==> config.mk <==
export PLATFORM = sky130hd
export DESIGN_NAME = track_generator
export DESIGN_NICKNAME = d
export VERILOG_FILES = /design/src/rtl/track_generator.sv
export SDC_FILE = /design/constraint.sdc
export NUM_CORES = 1
export LEC_CHECK = 0
export BUFFER_PORTS_ARGS = -buffer_cell sky130_fd_sc_hd__buf_2
export CELL_PAD_IN_SITES_DETAIL_PLACEMENT = 1
export CELL_PAD_IN_SITES_GLOBAL_PLACEMENT = 1
export CORE_MARGIN = 4
export CORE_UTILIZATION = 35
export CTS_CLUSTER_SIZE = 20
export DETAILED_ROUTE_END_ITERATION = 12
export PLACE_DENSITY_LB_ADDON = 0.12
export SLEW_MARGIN = 30
export SYNTH_ARGS = -nofsm -noshare
export SYNTH_HDL_FRONTEND = slang
export SYNTH_SLANG_ARGS = --single-unit
==> constraint.sdc <==
create_clock -name clk -period 4.6 [get_ports clk]
set_input_delay 0.92 -clock clk [delete_from_list [all_inputs] [get_ports clk]]
set_output_delay 0.92 -clock clk [all_outputs]
set_load 0.05 [all_outputs]
==> src/rtl/track_generator.sv <==
// track_generator: scrolling 3-lane platform window fed by a filtered LFSR.
// Column 0 of the window is the player column and drives `lines`. New
// columns enter at column DEPTH-1. Every generated pattern shares at least
// one lane with the previous one, so the player always has somewhere to go.
module track_generator #(
  parameter int          SCROLL_DIV = 4000,
  parameter int          DEPTH      = 16,
  parameter int          MIN_SEG    = 4,
  parameter logic [15:0] SEED       = 16'hACE1,
  parameter int          SCORE_W    = 16
) (
  input  logic                 clk,
  input  logic                 rst,
  input  logic                 run,
  input  logic                 is_dead,
  output logic [2:0]           lines,
  output logic [3*DEPTH-1:0]   track_window,
  output logic                 col_tick,
  output logic [SCORE_W-1:0]   score
);

  // Wide enough for MIN_SEG-1+15, the longest segment countdown.
  localparam int                SEG_W     = $clog2(MIN_SEG + 16);
  localparam logic [19:0]       PRESC_MAX = 20'(SCROLL_DIV - 1);
  localparam logic [SEG_W-1:0]  SEG_BASE  = SEG_W'(MIN_SEG - 1);

  logic [19:0]          presc_q, presc_d;
  logic                 tick_q, tick_d;
  logic [SCORE_W-1:0]   score_q, score_d;
  logic [15:0]          lfsr_q, lfsr_d;
  logic [SEG_W-1:0]     seg_q, seg_d;
  logic [2:0]           prev_q, prev_d;
  logic [3*DEPTH-1:0]   win_q, win_d;

  logic                 active, shift;
  logic [2:0]           cand, new_col;
  logic [SEG_W-1:0]     seg_len;

  assign active = run & ~is_dead;
  assign shift  = active && (presc_q == PRESC_MAX);

  // Candidate pattern: never empty, and forced fully open when it would
  // leave no lane in common with the pattern it follows.
  always_comb begin
    cand = lfsr_q[2:0];
    if (cand == 3'b000)          cand = 3'b111;
    if ((cand & prev_q) == 3'b000) cand = 3'b111;
    seg_len = SEG_BASE + SEG_W'(lfsr_q[6:3]);
  end

  // Next-state: everything holds unless active; the window, LFSR, segment
  // counter and score only move on the prescaler wrap cycle.
  always_comb begin
    presc_d = presc_q;
    tick_d  = 1'b0;
    score_d = score_q;
    lfsr_d  = lfsr_q;
    seg_d   = seg_q;
    prev_d  = prev_q;
    win_d   = win_q;
    new_col = prev_q;
    if (active) presc_d = shift ? 20'd0 : presc_q + 20'd1;
    if (shift) begin
      tick_d = 1'b1;
      if (seg_q != '0) begin
        new_col = prev_q;
        seg_d   = seg_q - SEG_W'(1);
      end else begin
        new_col = cand;
        prev_d  = cand;
        seg_d   = seg_len;
      end
      win_d   = {new_col, win_q[3*DEPTH-1:3]};
      lfsr_d  = {lfsr_q[14:0], lfsr_q[15] ^ lfsr_q[13] ^ lfsr_q[12] ^ lfsr_q[10]};
      score_d = (&score_q) ? score_q : score_q + SCORE_W'(1);
    end
  end

  // State registers; reset takes effect immediately, independent of clk.
  always_ff @(posedge clk or posedge rst) begin
    if (rst) begin
      presc_q <= '0;
      tick_q  <= 1'b0;
      score_q <= '0;
      lfsr_q  <= SEED;
      seg_q   <= '0;
      prev_q  <= 3'b111;
      win_q   <= '1;
    end else begin
      presc_q <= presc_d;
      tick_q  <= tick_d;
      score_q <= score_d;
      lfsr_q  <= lfsr_d;
      seg_q   <= seg_d;
      prev_q  <= prev_d;
      win_q   <= win_d;
    end
  end

  assign lines        = win_q[2:0];
  assign track_window = win_q;
  assign col_tick     = tick_q;
  assign score        = score_q;

endmodule
==> impl_metrics.yaml, run 1 <==
synth:
  ys_seq_elements: 106
  yosysSeqAreaShare: 0.582
  synthTopCellsByCount: "nand2_1, dfstp_2, dfrtp_1, nor2_1, xnor2_1"
  syn-num-nets: 499
  syn_avg_cell_area_um2: 9.53
  yosysWarnings: 0
  synth_largest_area_cell: "dfstp_2"
  yosysUniqueCellTypes: 42
  synth.top_cell.area_share: 0.314
  synth-main-ff-cell: "dfstp_2"
  syn_area_um2: 4680
  syn_inst: 491
  synth_edf_count: 0
  async_flop_share: 1.00
  yosysMostFrequentCell: "nand2_1"
  netlist_top_cells_area: "dfstp_2, dfrtp_1, nand2_1, xnor2_1, xor2_1"
placement:
  place_congestion: 0.756
  post_dp_cell_area_um2: 5200
  port_buffers: 71
  dp_hpwl_um: 7290
power_and_ir_drop:
  switchingPower_w: 0.000405
  power.internal_w: 0.00144
  combPwrFrac: 0.034
  leakage_nw: 2.75
  p_total_w: 0.00184
  seqPwrFrac: 0.533
  peakVddDrop_mv: 0.134
  power_density_nw_per_um2: 334
  swShare: 0.219
  p_clk_frac: 0.433
floorplan:
  pin_count: 72
  dieArea_um2: 15300
  start_util: 0.364
  die_w_um: 124
  die_height_um: 124
  core_um2: 12900
  rows: 41
critical_path:
  cp_data_arrival_time_ps: 3000
  crit_path_max_incr_delay_ps: 560
  r2r_cells: 5
  worstSetupEndpointType: "flip-flop"
  path_max_fanout: 39
  critical_path_class: "in2reg"
  crit_path_start_kind: "input port"
  critPathTopFamily: "simple AND/OR/NAND/NOR gates"
  crit_chain: "buf_2, and3b_1, and2_0, nand4_4, nor2_1, mux2_1"
  r2r_slack_ps: 1950
  r2r-end: "score[1]"
  worstReg2RegStart: "presc_q[17]"
  critPathBufInv: 1
  required_ps: 4820
  slowest_stage: "nand4_4"
routing:
  highest_layer: "met4"
  via_per_inst: 4.83
  routed-wl-met2_um: 5330
  first_pass_iters: 4
  num_vias: 3544
  drt-initial-drc-count: 142
  drc: 0
  routed-wl-met3_um: 344
  routedWlPerCell_um: 14.6
  routed_wl_um: 10700
  ant_nets: 0
  wl_met1_um: 4830
run:
  max_cap_viol_count: 0
global_route:
  antenna_found_initial: 0
  grt_pass1_wl_um: 18100
  grt_max_degree: 66
  first_global_vias: 3704
  grt_overflow_total: 0
  grt_usage: 0.149
finish:
  area_delta_synth_final_pct: 18.0
  layout-drive-gt1-share: 0.278
  fill_cells: 1507
  n_antenna_cell: 0
  nets: 565
  finalInstanceArea_um2: 5520
min_path:
  min_path_cells: 2
  min_from: "lfsr_q[7]"
  hold_end: "lfsr_q[7]"
  hold_class: "reg2reg"
cts:
  htree_levels: 3
  clkLatencyLatePin_ps: 350
  cts_max_path_buffers: 2
  holdBufCountCts: 0
  cts_inserted_buffers: 9
  clk_pin_slew_worst_paths_ps: 70
  post_cts_resized: 0
  clock_sinks: 106
  cts_setup_buffers: 0
  tritoncts: "built"
  root_buffer: "clkbuf_16"
timing:
  period_needed_ps: 2780
  hold_violations: 0
  drv_slew: 0
  setup_violations: 0
  worstMarginPinSlew_ps: 810
  timing.final.crit_share: 0.604
  max_freq_mhz: 360
  rsz0062_at_grt: "false"
  fin_setup_tns_ps: 0
  clock_skew_ps: 6.79
  relSlewSlack: 0.460
  fin_hold_ws_ps: 458
outcome:
  status: "complete, no violations"
-- power groups by stage --
stage                     clock network, W  registers (W)   logic, W
after global routing              0.000866       0.000985  0.0000738
after global placement                   0       0.000998  0.0000629
final                             0.000797       0.000983  0.0000631
after detailed placement                 0       0.000998  0.0000655
after floorplan                          0       0.000990  0.0000468
after CTS                         0.000830       0.000982  0.0000658
-- routing by layer --
| metal | GRT usage | vias to the layer above |
|---|---|---|
| met4 | 0.0595 | 0 |
| li1 | - | 1736 |
| met5 | 0 | - |
| met3 | 0.0277 | 11 |
| met2 | 0.251 | 44 |
| met1 | 0.190 | 1753 |
-- worst reg2reg max path: stages (launching register included) --
cell,delay [ps]
dfrtp_1,440
or4_4,560
nor4_4,260
nand4_4,520
nor2_1,390
mux2_1,350
-- cell type report --
type / count / area (um2) / share of cell area
timing repair buffer: 76 / 393 / 0.0711
sequential: 106 / 2720 / 0.493
inverter: 7 / 28.8 / 0.00521
clock buffer: 16 / 314 / 0.0569
multi-input combinational: 357 / 1850 / 0.335
tap: 172 / 215 / 0.0390
-- registers in the layout, indices dropped and copies added, names as in the netlist --
register,cells
score,16
col_tick,1
presc_q,20
seg_q,5
prev_q,3
track_window,45
lfsr_q,16
-- metrics by stage --
step / util / cells / setup WS [ps]
final: 0.429 / 734 / 1820
after global routing: 0.429 / 734 / 1580
after CTS: 0.429 / 734 / 1810
after detailed placement: 0.404 / 718 / 1430
after global placement: 0.404 / 718 / 1530
after floorplan: - / 491 / 984
-- worst max-delay path by stage --
stage            start  endpoint  slack [ps]  cells past startpoint
2_1_floorplan      rst  col_tick         980                      1
3_3_place_gp   is_dead  seg_q[4]        1530                      6
3_5_place_dp   is_dead  score[1]        1430                      6
4_1_cts        is_dead  score[1]        1810                      6
5_1_grt        is_dead  score[1]        1580                      6
6_report       is_dead  score[1]        1820                      6
-- cell usage in the layout (no fill, tap or decap), types with 2 or more instances in the layout --
| cell type | instances |
|---|---|
| a2111oi_0 | 3 |
| o21ai_0 | 11 |
| nand2b_1 | 2 |
| and3_1 | 6 |
| nor4_1 | 3 |
| nor4_4 | 2 |
| clkbuf_1 | 3 |
| mux2_2 | 2 |
| and2_1 | 2 |
| and4_1 | 2 |
| buf_4 | 5 |
| xor2_1 | 14 |
| nand4_1 | 16 |
| a21oi_1 | 10 |
| buf_2 | 71 |
| inv_1 | 6 |
| dfrtp_1 | 50 |
| nand2_1 | 200 |
| clkbuf_8 | 2 |
| xnor2_1 | 19 |
| dfstp_2 | 56 |
| o21ai_1 | 2 |
| nor3_1 | 7 |
| ha_1 | 4 |
| nand3_1 | 12 |
| clkbuf_16 | 11 |
| nor2_1 | 21 |
| or3_1 | 3 |
| nor4_2 | 2 |
-- logic make-up after synthesis --
family	Yosys count	share of synthesized area
compound gates	28	0.0334
xor+xnor	33	0.0617
fa+ha+maj	4	0.0107
buf+inv	28	0.0281
flops	106	0.582
mux	3	0.00722
simple gates	289	0.277
(Power assumes the default switching activity.)
==> run 2: changes to the inputs <==
==> constraint.sdc (replaced) <==
create_clock -name clk -period 2.4 [get_ports clk]
set_input_delay 0.48 -clock clk [delete_from_list [all_inputs] [get_ports clk]]
set_output_delay 0.48 -clock clk [all_outputs]
set_load 0.05 [all_outputs]
==> impl_metrics.yaml, run 2 (synthesis results as in run 1) <==
timing:
  timing.final.crit_share: 0.941
  worstMarginPinSlew_ps: 600
  max_freq_mhz: 443
  period_needed_ps: 2260
  drv_slew: 0
  hold_violations: 0
  clock_skew_ps: 10.9
  relSlewSlack: 0.599
  fin_setup_tns_ps: 0
  fin_hold_ws_ps: 205
  rsz0062_at_grt: "false"
  setup_violations: 0
cts:
  clock_sinks: 106
  cts_inserted_buffers: 9
  tritoncts: "built"
  holdBufCountCts: 0
  htree_levels: 3
  clk_pin_slew_worst_paths_ps: 70
  clkLatencyLatePin_ps: 350
  root_buffer: "clkbuf_16"
  cts_max_path_buffers: 2
critical_path:
  r2r_cells: 6
  crit_path_max_incr_delay_ps: 560
  cp-startpoint: "presc_q[17]"
  critPathTopFamily: "simple AND/OR/NAND/NOR gates"
  critPathBufInv: 1
  r2r_slack_ps: 140
  slowest_stage: "or4_4"
  endpoint: "prev_q[0]"
  worstSetupEndpointType: "flip-flop"
  crit_path_start_kind: "flip-flop"
  required_ps: 2680
  cp.depth: 6
  cp_data_arrival_time_ps: 2540
  critical_path_class: "reg2reg"
  worstReg2RegStart: "presc_q[17]"
  r2r-end: "prev_q[0]"
  path_max_fanout: 10
  crit_chain: "or4_4, nor4_4, and4_1, buf_4, a21oi_1, nor2_1"
power_and_ir_drop:
  p_clk_frac: 0.424
  power.internal_w: 0.00270
  power_density_nw_per_um2: 621
  peakVddDrop_mv: 0.454
  switchingPower_w: 0.000797
  leakage_nw: 2.79
  combPwrFrac: 0.038
  seqPwrFrac: 0.538
  swShare: 0.228
global_route:
  first_global_vias: 3688
  grt_pass1_wl_um: 18100
  antenna_found_initial: 0
  grt_overflow_total: 0
  grt_max_degree: 47
  grt_usage: 0.149
finish:
  fill_cells: 1502
  nets: 576
  area_delta_synth_final_pct: 20.5
  multi_input_area_um2: 1850
  final_common_cell: "nand2_1"
  largest_reg_flops: 45
  n_antenna_cell: 0
  layout-drive-gt1-share: 0.295
  seqCellArea_um2: 2720
  final_cell_mix: "nand2_1, buf_2, dfstp_2"
outcome:
  status: "complete, no violations"
routing:
  num_vias: 3544
  first_pass_iters: 4
  drt-initial-drc-count: 131
  routed_wl_um: 10800
  via_per_inst: 4.76
  routedWlPerCell_um: 14.5
  drc: 0
  ant_nets: 0
placement:
  port_buffers: 71
  place_congestion: 0.783
  dp_hpwl_um: 7490
floorplan:
  die_w_um: 124
  die_height_um: 124
  core_um2: 12900
  dieArea_um2: 15300
  pin_count: 72
  rows: 41
  start_util: 0.364
min_path:
  hold_class: "in2async"
run:
  max_cap_viol_count: 0
## run 2: cell types whose count changed in the layout (fill, tap and decap cells not counted), moves of 2 or more
cell and change:
clkinvlp_4 +2, buf_12 +3, a2111oi_1 +3, buf_4 +7, a2111oi_0 -3, clkbuf_1 -2
## run 2: power by group through the flow
stage / clock, W / combinational, W / sequential (W)
6_report: 0.00149 / 0.000132 / 0.00188
4_1_cts: 0.00155 / 0.000138 / 0.00188
2_1_floorplan: 0 / 0.0000902 / 0.00190
3_5_place_dp: 0 / 0.000139 / 0.00191
5_1_grt: 0.00160 / 0.000154 / 0.00189
3_3_place_gp: 0 / 0.000131 / 0.00191
## run 2: worst min path at each step
stage                                   to  slack, ps  cells past startpoint
after global routing            lfsr_q[14]        240                      2
after global placement          lfsr_q[11]        440                      2
final                           lfsr_q[14]        210                      2
after detailed placement  track_window[30]        450                      2
after floorplan                 lfsr_q[11]        430                      2
after CTS                       lfsr_q[14]        210                      2
## run 2: per-layer routing
metal	track usage	routed length, um	share of wire	vias up
li1	-	-	-	1752
met1	0.186	4850	0.45	1744
met2	0.254	5440	0.50	39
met3	0.0368	364	0.034	9
met4	0.0457	143	0.013	0
met5	0	0	0	-
## run 2: cell type report
class / count / area share
tap: 172 / 0.0382
clock inverter: 3 / 0.00333
clock buffer: 13 / 0.0499
timing repair buffer: 87 / 0.0916
inverter: 7 / 0.00533
multi-input combinational: 357 / 0.329
sequential: 106 / 0.483
## run 2: through the flow
step,area (um2),cells,util,setup WS [ps],power (W)
3_5_place_dp,5310,726,0.412,46.5,0.00205
5_1_grt,5640,745,0.438,21.5,0.00365
3_3_place_gp,5310,726,0.412,131,0.00204
2_1_floorplan,4690,491,-,165,0.00199
6_report,5640,745,0.438,142,0.00350
4_1_cts,5610,742,0.436,13.1,0.00357
## run 2: worst reg2reg max path, cell delays in order (launching register included)
cell and delay (ps):
dfrtp_1 430, or4_4 560, nor4_4 250, and4_1 510, buf_4 240, a21oi_1 70
nor2_1 120
## run 2: what timing repair did
action | 4_1_cts | 5_1_grt
setup buffers | 0 | 3
endpoints found under the setup margin | 0 | 3
hold endpoints to repair | 0 | 0
resized for setup | 0 | 4
==> run 3: changes to the inputs <==
==> constraint.sdc (replaced) <==
create_clock -name clk -period 1.9 [get_ports clk]
set_input_delay 0.38 -clock clk [delete_from_list [all_inputs] [get_ports clk]]
set_output_delay 0.38 -clock clk [all_outputs]
set_load 0.05 [all_outputs]
==> impl_metrics.yaml, run 3 (synthesis results as in run 1) <==
outcome:
  status: "complete, but fails checks"
  violations: "setup timing"
floorplan:
  start_util: 0.364
  dieArea_um2: 15300
  pin_count: 72
  die_w_um: 124
  core_um2: 12900
  rows: 41
  die_height_um: 124
global_route:
  grt_pass1_wl_um: 21200
  use_met1: 0.230
  grtUsageMet3: 0.0395
  busiest_layer: "met2"
  grt_max_degree: 49
  antenna_found_initial: 0
  grt_overflow_total: 0
  grtUsageMet2: 0.306
  first_global_vias: 4044
  grt_usage: 0.180
placement:
  post_dp_cell_area_um2: 5550
  dp_hpwl_um: 7930
  place_congestion: 0.786
  port_buffers: 71
  dp_slack_ps: -186
power_and_ir_drop:
  peakVddDrop_mv: 0.515
  p_total_w: 0.00442
  leakage_nw: 3.22
  power_density_nw_per_um2: 681
routing:
  drc: 0
  drt-initial-drc-count: 207
  via_per_inst: 4.86
  routed_wl_um: 13100
  ant_nets: 0
  routedWlPerCell_um: 16.6
  num_vias: 3830
  first_pass_iters: 4
finish:
  area_delta_synth_final_pct: 38.5
  final_cell_mix: "nand2_1, buf_2, dfstp_2"
  n_antenna_cell: 0
  finalInstanceArea_um2: 6480
  final_util: 0.504
  largest_reg_flops: 45
  layout-drive-gt1-share: 0.412
  final_common_cell: "nand2_1"
  nets: 620
timing:
  worstMarginPinSlew_ps: 384
  timing.final.crit_share: 1.10
  max_freq_mhz: 478
  period_needed_ps: 2090
  rsz0062_at_grt: "true"
  relSlewSlack: 0.743
  setup_violations: 81
  setup_ws_ps: -191
  drv_slew: 0
  hold_violations: 0
  clock_skew_ps: 8.70
critical_path:
  crit_path_start_kind: "flip-flop"
  r2r_cells: 7
  worstSetupEndpointType: "flip-flop"
  required_ps: 2140
  critical_path_class: "reg2reg"
  cp_data_arrival_time_ps: 2330
  path_max_fanout: 5
cts:
  cts_max_path_buffers: 2
  clock_sinks: 106
  htree_levels: 3
  clkLatencyLatePin_ps: 350
  clk_pin_slew_worst_paths_ps: 70
  root_buffer: "clkbuf_16"
  cts_inserted_buffers: 9
  holdBufCountCts: 0
  tritoncts: "built"
run:
  max_cap_viol_count: 0
min_path:
  hold_class: "in2async"
run 3: changes by cell type in the layout (fill, tap and decap cells not counted), moves of 8 or more:
cell | previous run | this run
nand2_2 | 0 | 13
nand2_1 | 200 | 185
buf_4 | 12 | 32
buf_16 | 0 | 8
run 3: path summary, 6_finish.rpt:
check / from / endpoint / slack, ps
setup / recovery: presc_q[17] / score[12] / -190
hold / removal: rst / track_window[31] / 270
setup reg to reg: presc_q[17] / score[12] / -190
hold reg to reg: lfsr_q[15] / lfsr_q[15] / 460
max in group asynchronous: rst / prev_q[1] / 1280
min in group clk: run / presc_q[1] / 380
run 3: critical path, cell delays in order, from the launching register on:
cell       delay [ps]
dfrtp_1           390
or4_4             550
nor4_4            220
buf_4             170
and4_4            260
clkbuf_16         150
nand4_1           100
xnor2_1           150
run 3: final cells by class:
class                   instances  area, um2
clock buffers                  13        270
multi-input cells             357       2060
well taps                     172        215
flip-flops and latches        106       2730
inverters                       7       30.0
repair buffers                131       1170
clock inverters                 2       11.3
fillers                      1486       6390
run 3: report_power, final:
group          switching, W  total (W)  internal (W)
Combinational      0.000147   0.000251      0.000104
Clock              0.000821    0.00181      0.000990
Sequential        0.0000443    0.00236       0.00231
Total               0.00101    0.00442       0.00341
run 3: metrics by stage:
stage          std cells  setup TNS [ps]  hold WS, ps
5_1_grt              788          -15990          296
3_3_place_gp         748           -2110          441
4_1_cts              784          -11760          276
2_1_floorplan        491            -276          435
3_5_place_dp         748           -4500          453
6_report             788           -7570          275
run 3: what timing repair did:
| item | 4_1_cts | 5_1_grt |
|---|---|---|
| endpoints found under the setup margin | 80 | 96 |
| setup buffers | 14 | 5 |
| pin swaps | 40 | 7 |
| gates resized for setup | 50 | 23 |
| cloned | 8 | 1 |
run 3: per-layer routing:
metal / vias up / part of all wire
li1: 1850 / -
met1: 1919 / 0.44
met2: 48 / 0.52
met3: 13 / 0.028
met4: 0 / 0.014
met5: - / 0
